==> src/rtl/seq_event_capture_pkg.sv <==
// Shared constants and types for the sequence-event capture block.
// The package is named seq_evt_pkg and is imported by every other file in this slice.
package seq_evt_pkg;

    localparam int TS_W_DEF    = 16;
    localparam int CNT_W_DEF   = 16;
    localparam int DEPTH_DEF   = 8;
    localparam int DROP_W      = 8;
    localparam int HOLDOFF_DEF = 4;

    typedef logic [TS_W_DEF-1:0] ts_t;

endpackage

==> src/rtl/seq_event_capture_if.sv <==
// Valid/ready event-readout channel.
// The capture block drives the channel through the master modport; the reader uses the slave modport.
interface seq_event_capture_if
    import seq_evt_pkg::*;
#(
    parameter int TS_W = TS_W_DEF
);

    logic            evt_valid;
    logic            evt_ready;
    logic [TS_W-1:0] evt_ts;

    modport master (
        output evt_valid,
        output evt_ts,
        input  evt_ready
    );

    modport slave (
        input  evt_valid,
        input  evt_ts,
        output evt_ready
    );

endinterface

==> src/rtl/seq_event_capture_fifo.sv <==
// Synchronous show-ahead FIFO used to buffer event timestamps (module seq_evt_fifo).
// The pointers carry one extra wrap bit, so full and empty come from comparing the pointers.
module seq_evt_fifo
    import seq_evt_pkg::*;
#(
    parameter int W     = TS_W_DEF,
    parameter int DEPTH = DEPTH_DEF
) (
    input  logic         clk,
    input  logic         rst_n,
    input  logic         clear,
    input  logic         push,
    input  logic         pop,
    input  logic [W-1:0] din,
    output logic [W-1:0] dout,
    output logic         full,
    output logic         empty
);

    localparam int AW = $clog2(DEPTH);

    logic [W-1:0] mem [DEPTH];
    logic [AW:0]  wptr;
    logic [AW:0]  rptr;
    logic         wr_en;
    logic         rd_en;

    assign empty = (wptr == rptr);
    assign full  = (wptr[AW] != rptr[AW]) && (wptr[AW-1:0] == rptr[AW-1:0]);

    // When the FIFO is full, a push is still accepted if the head entry is popped in the same cycle.
    assign rd_en = pop && !empty;
    assign wr_en = push && (!full || rd_en);

    always_ff @(posedge clk) begin
        if (rst_n || clear) begin
            wptr <= '0;
            rptr <= '0;
        end else begin
            if (wr_en) wptr <= wptr + 1'b1;
            if (rd_en) rptr <= rptr + 1'b1;
        end
    end

    always_ff @(posedge clk) begin
        if (wr_en) mem[wptr[AW-1:0]] <= din;
    end

    assign dout = empty ? '0 : mem[rptr[AW-1:0]];

endmodule

==> src/rtl/seq_event_capture.sv <==
// Timestamps rising edges of seq_found, buffers the stamps and keeps saturating event and drop counts.
// Optional build macro SEQ_EVT_HOLDOFF_EN: ignore edges for HOLDOFF-1 cycles after each accepted event.
module seq_event_capture
    import seq_evt_pkg::*;
#(
    parameter int TS_W    = TS_W_DEF,
    parameter int DEPTH   = DEPTH_DEF,
    parameter int CNT_W   = CNT_W_DEF,
    parameter int HOLDOFF = HOLDOFF_DEF
) (
    input  logic                       clk,
    input  logic                       rst_n,
    input  logic                       seq_found,
    input  logic                       clear,
    seq_event_capture_if.master        evt_if,
    output logic [CNT_W-1:0]           evt_count,
    output logic [DROP_W-1:0]          drop_count,
    output logic                       fifo_full,
    output logic                       fifo_empty
);

    if (DEPTH < 2 || (DEPTH & (DEPTH - 1)) != 0 || HOLDOFF < 1) begin : g_param_err
        $error("seq_event_capture: DEPTH must be a power of two >= 2 and HOLDOFF >= 1");
    end

    logic [TS_W-1:0] ts;
    logic            prev;
    logic            edge_det;
    logic            evt_fire;
    logic            evt_take;
    logic            push;
    logic            pop;
    logic            drop;

    always_ff @(posedge clk) begin
        if (rst_n) ts <= '0;
        else       ts <= ts + 1'b1;
    end

    // prev keeps following seq_found during clear, so an input level held high across a clear is not counted again.
    always_ff @(posedge clk) begin
        if (rst_n) prev <= 1'b0;
        else       prev <= seq_found;
    end

    assign edge_det = seq_found && !prev;

`ifdef SEQ_EVT_HOLDOFF_EN
    localparam int HO_W = (HOLDOFF > 1) ? $clog2(HOLDOFF) : 1;

    logic [HO_W-1:0] hold_cnt;

    always_ff @(posedge clk) begin
        if (rst_n || clear)      hold_cnt <= '0;
        else if (evt_fire)       hold_cnt <= HO_W'(HOLDOFF - 1);
        else if (hold_cnt != '0) hold_cnt <= hold_cnt - 1'b1;
    end

    assign evt_fire = edge_det && (hold_cnt == '0);
`else
    assign evt_fire = edge_det;
`endif

    assign evt_take = evt_fire && !clear;
    assign pop      = evt_if.evt_valid && evt_if.evt_ready;
    assign push     = evt_take && (!fifo_full || pop);
    assign drop     = evt_take && fifo_full && !pop;

    always_ff @(posedge clk) begin
        if (rst_n || clear) begin
            evt_count <= '0;
        end else if (evt_take && evt_count != '1) begin
            evt_count <= evt_count + 1'b1;
        end
    end

    always_ff @(posedge clk) begin
        if (rst_n || clear) begin
            drop_count <= '0;
        end else if (drop && drop_count != '1) begin
            drop_count <= drop_count + 1'b1;
        end
    end

    seq_evt_fifo #(
        .W     (TS_W),
        .DEPTH (DEPTH)
    ) u_fifo (
        .clk   (clk),
        .rst_n (rst_n),
        .clear (clear),
        .push  (push),
        .pop   (pop),
        .din   (ts),
        .dout  (evt_if.evt_ts),
        .full  (fifo_full),
        .empty (fifo_empty)
    );

    assign evt_if.evt_valid = !fifo_empty;

endmodule

==> src/flat_wrapper.sv <==
// flat-port wrapper written by rule: the top's interface ports become plain ports
module seq_event_capture_flat import seq_evt_pkg::*;
#(
    parameter int TS_W    = TS_W_DEF,
    parameter int DEPTH   = DEPTH_DEF,
    parameter int CNT_W   = CNT_W_DEF,
    parameter int HOLDOFF = HOLDOFF_DEF
)
  (clk, rst_n, seq_found, clear, evt_count, drop_count, fifo_full, fifo_empty, evt_if_evt_valid, evt_if_evt_ts, evt_if_evt_ready);
  seq_event_capture_if #(.TS_W(TS_W)) evt_if_i ();
  input  logic clk;
  input  logic rst_n;
  input  logic seq_found;
  input  logic clear;
  output logic [CNT_W-1:0] evt_count;
  output logic [DROP_W-1:0] drop_count;
  output logic fifo_full;
  output logic fifo_empty;
  output wire logic [$bits(evt_if_i.evt_valid)-1:0] evt_if_evt_valid;
  output wire logic [$bits(evt_if_i.evt_ts)-1:0] evt_if_evt_ts;
  input wire logic [$bits(evt_if_i.evt_ready)-1:0] evt_if_evt_ready;
  assign evt_if_evt_valid = evt_if_i.evt_valid;
  assign evt_if_evt_ts = evt_if_i.evt_ts;
  assign evt_if_i.evt_ready = evt_if_evt_ready;
  seq_event_capture #(.TS_W(TS_W), .DEPTH(DEPTH), .CNT_W(CNT_W), .HOLDOFF(HOLDOFF)) u_core (.clk(clk), .rst_n(rst_n), .seq_found(seq_found), .clear(clear), .evt_if(evt_if_i), .evt_count(evt_count), .drop_count(drop_count), .fifo_full(fifo_full), .fifo_empty(fifo_empty));
endmodule
==> config.mk <==
export PLATFORM = sky130hd
export DESIGN_NAME = seq_event_capture_flat
export DESIGN_NICKNAME = d
export VERILOG_FILES = /design/src/rtl/seq_event_capture_pkg.sv /design/src/rtl/seq_event_capture_if.sv /design/src/rtl/seq_event_capture_fifo.sv /design/src/rtl/seq_event_capture.sv /design/src/flat_wrapper.sv
export SDC_FILE = /design/constraint.sdc
export NUM_CORES = 1
export LEC_CHECK = 0
export CAP_MARGIN = 20
export CORE_MARGIN = 5
export CORE_UTILIZATION = 58
export DETAILED_ROUTE_END_ITERATION = 6
export PLACE_DENSITY_LB_ADDON = 0.25
export SLEW_MARGIN = 10
export SYNTH_ARGS = -nofsm -noshare
export SYNTH_HDL_FRONTEND = slang
export SYNTH_SLANG_ARGS = --single-unit
==> constraint.sdc <==
create_clock -name clk -period 6.4 [get_ports clk]
set_clock_uncertainty 0.05 [all_clocks]
set_input_delay 1.92 -clock clk [delete_from_list [all_inputs] [get_ports clk]]
set_output_delay 1.92 -clock clk [all_outputs]
set_load 0.005 [all_outputs]
==> results.md, run 1 <==
- Status: completed
- Die Area: around 15000 µm²
- R2R depth: 5
- Overall power: between 0.002 and 0.0025 W
- Number of global-route vias before repair: 4400
- Worst path required time: 4430 ps
- Pin count of the biggest net entering global routing: 33
- First DRT Iteration DRCs: slightly above 300
- CP peak stage delay: 630 ps
- Placed wire-length estimate: 8.79 mm
- Gr usage total: just over 20%
- Longest Clk Path Bufs: 2
- DR vias: 4563
- DRC Markers: 0
- DR pass1 iterations: 5
- Final GP Congestion: a little over 0.8
- Switching Share: between 10% and 20%
- I/O pins: 48
- Vias per cell: 6.11
- Critical path depth in cells: 5
- Slowest-stage cell, CP: dfxtp_1
- Gr ovfl total: 0
- Layout fillers: between 800 and 900
- Sequential area share after synthesis: around two thirds
- PD cells: about 280 nW/µm²
- Top cell type's share of synthesized area: between 50% and 60%
- Cell Area, Synth: 7440 µm²
- Hold Crit Class: reg2reg
- CP Data Arrival Time: 2830 ps
- Register bit count reported by yosys: 180
- Clock sink total: 180
- Initial antenna violation count: 0
- Distinct cell type count after synthesis: 46
- Reg-to-Reg Start: u_core.u_fifo.wptr[0]
- Async SR Flop Fraction: 0%
- Synthesis Warnings: 0
- Hold Buf Count CTS: 0
- Skew-Pair Late Insertion Delay: between 400 and 500 ps
- Mapped Cells: just over 500
- Tcrit/Tclk final: around 75%
- Finish-stage setup viols: 0
- Max VDD drop: 0.000240 V
- Reg clk slew, reported paths: about 70 ps
- Fin crit period: 4800 ps
- Ranking of synthesized cells by area: edfxtp_1, dfxtp_1, mux4_2
- Number of enable flip-flop cells after synthesis: around 130
- H-tree lvl count: 4
- Slew headroom: 34.8%
- Critical path type: reg2out
- Fmax: 0.208 GHz
- Die width: around 120 µm
- Internal reg-to-reg setup slack: 3620 ps
- Worst Max-Slew Pin Slew: 976 ps
- Die Ht: about 120 µm
- Nets: 572
- Critical-path maximum fanout: 17
- WL final: between 10 and 15 mm
- PortBufs: 47
- Worst r2r dst: u_core.u_fifo.mem[2][5]
- Clock power frac: 47.8%
- WL/cell: approximately 20 µm
- WP buf/inv: 2
- Hold Violations, Final: 0
- Area growth, synth to finish: 19.3%
- Post-Route Utilization: between 70% and 80%
- Sw power: 0.000472 W
- MaxCap Viol Count: 0
- Layout cells sized above 1: 16.0%
- Post-Syn Nets: 521
- CORE AREA: between 10000 and 15000 µm²
- Critical path startpoint category: flip-flop
- CP endpoint kind: output port
- Fin. max-slew vios: 0
- CP startpoint: u_core.u_fifo.wptr[0]
- Cell taking the most area after synthesis: edfxtp_1
- Register share of total power: about half
- Internal: 0.00202 W
- Std-Cell Rows: 41
- Largest delay contributor family on the critical path: buffers and inverters
- Antenna diodes: 0
- Crit-path cells: xor2_1 -> or4_1 -> inv_2 -> nor2_1 -> clkdlybuf4s50_1
- Setup Fix Bufs, Post-CTS: 0
- First-pass GRT wire length: between 20 and 25 mm
- Routed Antenna Nets: 0
- CP endpoint: evt_if_evt_ts[15]
- Synth Flop Type: edfxtp_1
- Mean area per synthesized cell: between 10 and 15 µm²
- Combinational power share: ~2.0%
- Initial Util: between 50 and 60%
- Setup TNS: 0 ps
- CTS tree: done
- Num CTS Buffers: 17
- Clock root cell: clkbuf_16
- Post-CTS sizing: 0
- Unrepaired setup endpoints after global routing: no
- LEAKAGE: 2.80 nW
-- synth_stat cells (12+ instances only) --
library cell,instances
or3_1,13
dfxtp_1,52
nor2_1,36
clkbuf_1,22
nand4_1,12
a21oi_1,20
mux2i_1,25
mux4_2,32
nand2_1,29
edfxtp_1,128
or4_1,13
nand3_1,16
-- per-stage QoR --
stage	hold slack [ps]	area [µm²]	std cells	setup WS (ps)
floorplan	405	7440	511	1260
global placement	415	8130	713	1840
detailed placement	433	8130	713	1700
CTS	439	8830	745	1520
global route	474	8870	747	1360
finish	436	8870	747	1600
-- worst min-delay path: cells and delay by family (launching register included) --
| kind | cells | cell delay (ps) |
|---|---|---|
| flops | 1 | 330 |
| simple gates | 1 | 60 |
| mux | 1 | 50 |
-- registers in the layout (all words and copies together), names as in the netlist, named ones only --
signal              cells
u_core.prev             1
u_core.u_fifo.mem     128
u_core.u_fifo.rptr      4
u_core.drop_count       8
u_core.ts              16
u_core.evt_count       16
u_core.u_fifo.wptr      4
-- metal layers --
metal	wire (µm)	global-route usage [%]	part of all wire, %
met1	6310	27.4	43
met4	166	6.30	1.1
met3	792	5.49	5.4
met2	7440	33.6	51
met5	0	0	0
-- worst min path at each step --
stage / start / endpoint / cells past startpoint
5_1_grt: u_core.evt_count[15] / u_core.evt_count[15] / 2
3_3_place_gp: u_core.evt_count[8] / u_core.evt_count[8] / 1
4_1_cts: u_core.evt_count[7] / u_core.evt_count[7] / 2
3_5_place_dp: u_core.evt_count[7] / u_core.evt_count[7] / 2
6_report: u_core.evt_count[7] / u_core.evt_count[7] / 2
2_1_floorplan: u_core.u_fifo.wptr[3] / u_core.u_fifo.wptr[3] / 2
-- power groups by stage --
stage	Combinational, W	Sequential [W]	Clock [W]
floorplan	0.0000324	0.00127	0
global placement	0.0000486	0.00128	0
detailed placement	0.0000501	0.00128	0
CTS	0.0000506	0.00125	0.00121
global route	0.0000548	0.00125	0.00126
finish	0.0000500	0.00125	0.00119
-- logic make-up after synthesis --
group | after synthesis | synth area share, %
xor gates and xnor gates | 18 | 2.12
and+or+nand+nor | 150 | 10.6
adders and majority gates | 5 | 0.841
muxes | 58 | 13.2
DFF | 180 | 65.6
buffers and inverters | 36 | 1.88
AOI/OAI and AO/OA | 64 | 5.67
-- cells in the final DEF (no fill, tap or decap), drive strengths merged, types with 4 or more instances in the layout --
cell type        n
edfxtp         128
dfxtp           52
clkdlybuf4s50   47
nor2            36
mux4            32
nand2           29
mux2i           25
clkbuf          22
a21oi           20
nand3           16
inv             16
o21ai           14
or4             13
or3             13
nand4           12
buf             11
xor2            10
o31ai            9
xnor2            8
nor3             6
ha               5
and3             4
bufinv           4
nor4             4
-- cell type report --
cell class	count	area [µm²]	share of cell area, %
flip-flops and latches	180	4890	55.1
multi-input cells	295	2450	27.6
repair buffers	58	581	6.54
clock buffers	22	528	5.95
well taps	172	215	2.43
clock inverters	10	173	1.95
inverters	10	37.5	0.423
Note: power is estimated with default switching activity, not from simulation.
==> run 2: changes to the inputs <==
- clock period: 6.4 -> 4.9 ns (I/O delays scaled with it)
==> results.md, run 2 (synthesized netlist as in run 1, its figures left out) <==
- Number of global-route vias before repair: 4584
- Gr ovfl total: 0
- Fmax: ~0.23 GHz
- Worst path required time: about 3400 ps
- Most frequent cells in the layout: edfxtp_1, dfxtp_1, clkdlybuf4s50_1, nor2_1, mux4_2
- Layout cells sized above 1: 16.8%
- Longest Clk Path Bufs: 2
- CP endpoint: evt_if_evt_ts[15]
- First DRT Iteration DRCs: between 200 and 300
- Std-Cell Rows: around 40
- Setup Fix Bufs, Post-CTS: 0
- DR pass1 iterations: 4
- Critical-path maximum fanout: 17
- CTS tree: done
- CP peak stage delay: 600 ps
- Fin crit period: approximately 4300 ps
- WP buf/inv: 2
- Largest register FFs: ~130
- Pin count of the biggest net entering global routing: 33
- Die Area: roughly 15000 µm²
- Tcrit/Tclk final: 87.8%
- DR vias: 4543
- Nets: 580
- Critical path startpoint category: flip-flop
- Reg clk slew, reported paths: 70 ps
- Slowest-stage cell, CP: dfxtp_1
- Vias per cell: 6.02
- R2R depth: 6
- Status: completed
- Post-Route Utilization: between 60% and 70%
- Worst r2r dst: u_core.u_fifo.mem[3][11]
- Area growth, synth to finish: 18.3%
- PortBufs: 47
- I/O pins: 48
- Clock root cell: clkbuf_16
- First-pass GRT wire length: about 25 mm
- Antenna diodes: 0
- Num CTS Buffers: 17
- H-tree lvl count: 4
- MaxCap Viol Count: 0
- Hold Violations, Final: 0
- Slew headroom: approximately half
- Post-CTS sizing: 0
- Max VDD drop: about 0.00023 V
- WL final: about 15 mm
- Die Ht: around 120 µm
- Reg-to-Reg Start: u_core.u_fifo.wptr[2]
- Routed Antenna Nets: 0
- Clock sink total: 180
- Crit-path cells: xor2_1 -> or4_1 -> inv_2 -> nor2_1 -> clkdlybuf4s50_1
- CP Data Arrival Time: roughly 2800 ps
- Hold Crit Class: reg2reg
- Fin. max-slew vios: 0
- Critical path type: reg2out
- Internal reg-to-reg setup slack: between 2000 and 2500 ps
- LEAKAGE: around 2.8 nW
- CP startpoint: u_core.u_fifo.wptr[0]
- Worst Max-Slew Pin Slew: just over 700 ps
- Commonest non-fill, non-tap cell in the layout: edfxtp_1
- Gr usage total: 21.8%
- Largest delay contributor family on the critical path: buffers and inverters
- DRC Markers: 0
- Critical path depth in cells: 5
- Final GP Congestion: between 0.8 and 0.9
- Finish-stage setup viols: 0
- Initial Util: roughly three fifths
- PD cells: 348 nW/µm²
- Placed wire-length estimate: 9.53 mm
- Initial antenna violation count: 0
- CP endpoint kind: output port
- Die width: between 100 and 150 µm
- CORE AREA: 12600 µm²
- Unrepaired setup endpoints after global routing: no
- WL/cell: about 20 µm
- Skew-Pair Late Insertion Delay: 430 ps
- Hold Buf Count CTS: 0
- Overall power: 0.00307 W
- Setup TNS: 0 ps
-- run 2: layout make-up --
| type | count | area [µm²] |
|---|---|---|
| Sequential cell | 180 | 4890 |
| Fill cell | 862 | 3820 |
| Tap cell | 172 | 215 |
| Clock buffer | 20 | 457 |
| Clock inverter | 12 | 143 |
| Inverter | 10 | 37.5 |
| Multi-Input combinational cell | 295 | 2450 |
| Timing Repair Buffer | 66 | 613 |
-- run 2: worst min path at each step --
stage / from / to / slack, ps / cells after the start
after floorplan: u_core.u_fifo.wptr[3] / u_core.u_fifo.wptr[3] / 400 / 2
after global placement: u_core.evt_count[8] / u_core.evt_count[8] / 420 / 1
after detailed placement: u_core.evt_count[8] / u_core.evt_count[8] / 440 / 1
after CTS: u_core.evt_count[8] / u_core.evt_count[8] / 450 / 1
after global routing: u_core.evt_count[8] / u_core.evt_count[8] / 480 / 1
final: u_core.evt_count[8] / u_core.evt_count[8] / 450 / 1
-- run 2: through the flow --
stage	instances	instance area, µm²	hold WS [ps]	worst slack, ps
3_5_place_dp	723	8200	439	916
6_report	755	8800	448	599
4_1_cts	755	8800	447	551
2_1_floorplan	511	7440	405	210
5_1_grt	755	8800	478	453
3_3_place_gp	723	8200	420	951
-- run 2: power by group --
group          switching, W  internal (W)
sequential        0.0000103       0.00162
combinational     0.0000364     0.0000308
clock              0.000578      0.000788
-- run 2: routing by layer --
metal | vias up | track usage [%] | wire length (µm)
met5 | - | 0 | 0
met4 | 0 | 8.51 | 339
met1 | 2247 | 29.3 | 6420
met2 | 154 | 35.0 | 7420
li1 | 2116 | - | -
met3 | 26 | 4.99 | 878
==> run 3: changes to the inputs <==
- CORE_ASPECT_RATIO: default -> 0.7
- SYNTH_HIERARCHICAL: default -> 1
==> results.md, run 3 <==
- Post-CTS sizing: 0
- Cell taking the most area after synthesis: edfxtp_1
- Placed wire-length estimate: 10.5 mm
- Finish-stage setup viols: 0
- DR pass1 iterations: 5
- Hold Crit Class: reg2reg
- Routed Antenna Nets: 0
- Worst Setup Slack post-DPL: around 800 ps
- Area growth, synth to finish: 16.9%
- Top cell type's share of synthesized area: roughly 52%
- DRC Markers: 0
- R2R depth: 8
- Unrepaired setup endpoints after global routing: no
- CP Data Arrival Time: about 2800 ps
- Final GP Congestion: ~0.82
- First-pass GRT wire length: 24.6 mm
- Number of global-route vias before repair: ~4300
- Mean area per synthesized cell: 14.9 µm²
- Worst path required time: ~3400 ps
- Synthesis Warnings: 6
- Hold Buf Count CTS: 0
- Post-Syn Nets: ~510
- Status: completed
- Final worst slack: about 600 ps
- Setup Fix Bufs, Post-CTS: 0
- I/O pins: 48
- Longest Clk Path Bufs: 2
- Most frequent cells in the layout: edfxtp_1, dfxtp_1, clkdlybuf4s50_1, nor2_1, mux4_2
- Die Area: between 15000 and 20000 µm²
- Clock sink total: 180
- CP endpoint kind: output port
- Register bit count reported by yosys: 180
- WL/cell: 21.5 µm
- Skew-Pair Late Insertion Delay: between 400 and 500 ps
- Fmax: around 0.23 GHz
- Number of enable flip-flop cells after synthesis: roughly 130
- Initial antenna violation count: 0
- WL final: roughly 16 mm
- Fin. max-slew vios: 0
- Tcrit/Tclk final: around 88%
- Slew headroom: 32.3%
- Antenna diodes: 0
- Pin count of the biggest net entering global routing: 24
- Distinct cell type count after synthesis: 52
- Worst Max-Slew Pin Slew: 1010 ps
- Nets: about 560
- Commonest non-fill, non-tap cell in the layout: edfxtp_1
- Sequential area share after synthesis: 65.7%
- LEAKAGE: 2.75 nW
- Cell Area, Synth: 7430 µm²
- Critical path startpoint category: flip-flop
- Synth Flop Type: edfxtp_1
- Critical-path maximum fanout: 18
- PortBufs: 47
- Layout fillers: slightly below 900
- Num CTS Buffers: 17
- Hold slack: between 400 and 500 ps
- Reg clk slew, reported paths: 70 ps
- Die width: around 150 µm
- Clock root cell: clkbuf_16
- Post-Route Utilization: 69.5%
- Top-count cell post-synth: edfxtp_1
- Async SR Flop Fraction: 0%
- Top post-synthesis cells by count: edfxtp_1, dfxtp_1, nor2_1
- MaxCap Viol Count: 0
- Hold Crit Depth: 2
- Std-Cell Rows: 34
- Fin crit period: ~4300 ps
- CORE AREA: ~13000 µm²
- PD cells: approximately 340 nW/µm²
- Die Ht: roughly 100 µm
- Hold Violations, Final: 0
- Largest register FFs: approximately 130
- Setup TNS: 0 ps
- Gr usage total: between 20% and 30%
- Gr ovfl total: 0
- CTS tree: done
- Mapped Cells: 498
- Max VDD drop: roughly 0.00029 V
- Ranking of synthesized cells by area: edfxtp_1, dfxtp_1, mux4_2
- First DRT Iteration DRCs: ~500
- H-tree lvl count: 4
- Layout cells sized above 1: roughly 16%
- Vias per cell: around 6.3
- DR vias: 4609
- Critical path type: reg2out
- Initial Util: 59.4%
## run 3: report_power, final
part / internal, W / total, W / switching [W]
registers: 0.00162 / 0.00164 / 0.0000118
logic: 0.0000229 / 0.0000529 / 0.0000299
clock network: 0.000733 / 0.00129 / 0.000556
total: 0.00238 / 0.00298 / 0.000598
## run 3: path summary, 6_finish.rpt
check | end | startpoint | slack [ps]
setup / recovery | evt_if_evt_ts[0] | flip-flop | 600
hold / removal | u_core/u_fifo/wptr[3] | u_core/u_fifo/wptr[3] | 460
setup reg to reg | u_core/drop_count[5] | u_core/u_fifo/wptr[1] | 1420
hold reg to reg | u_core/u_fifo/wptr[3] | u_core/u_fifo/wptr[3] | 460
## run 3: cell type report
type / instances / area [µm²] / share of cell area, %
clock buffers: 21 / 462 / 5.31
multi-input cells: 284 / 2430 / 27.9
clock inverters: 11 / 97.6 / 1.12
flip-flops and latches: 180 / 4890 / 56.2
inverters: 10 / 37.5 / 0.432
well taps: 162 / 203 / 2.33
repair buffers: 61 / 576 / 6.62
## run 3: stage by stage
step / cell area (µm²) / instances / total power (W)
2_1_floorplan: 7430 / 498 / 0.00169
3_3_place_gp: 8130 / 697 / 0.00172
3_5_place_dp: 8130 / 697 / 0.00172
4_1_cts: 8690 / 729 / 0.00299
5_1_grt: 8690 / 729 / 0.00307
6_report: 8690 / 729 / 0.00298
## run 3: worst max-delay path, cell delays in order (launching register included)
cell	delay [ps]
dfxtp_2	760
buf_4	340
mux4_2	590
mux2i_1	150
nor2_1	50
clkdlybuf4s50_1	450
## run 3: per-layer routing
metal,track usage (%),vias to the layer above,share of wire [%]
li1,-,2081,-
met1,32.8,2343,47
met2,29.6,175,44
met3,5.80,10,8.2
met4,5.46,0,0.85
met5,0,-,0
## run 3: cells by family (layout without fill, tap and decap cells)
kind of cell,Yosys count,count (layout),share of synthesized area [%]
flops,180,180,65.7
simple gates,142,142,10.5
compound gates,67,67,5.99
mux,52,52,12.4
buf+inv,34,103,2.02
xor+xnor,18,18,2.52
fa+ha+maj,5,5,0.842
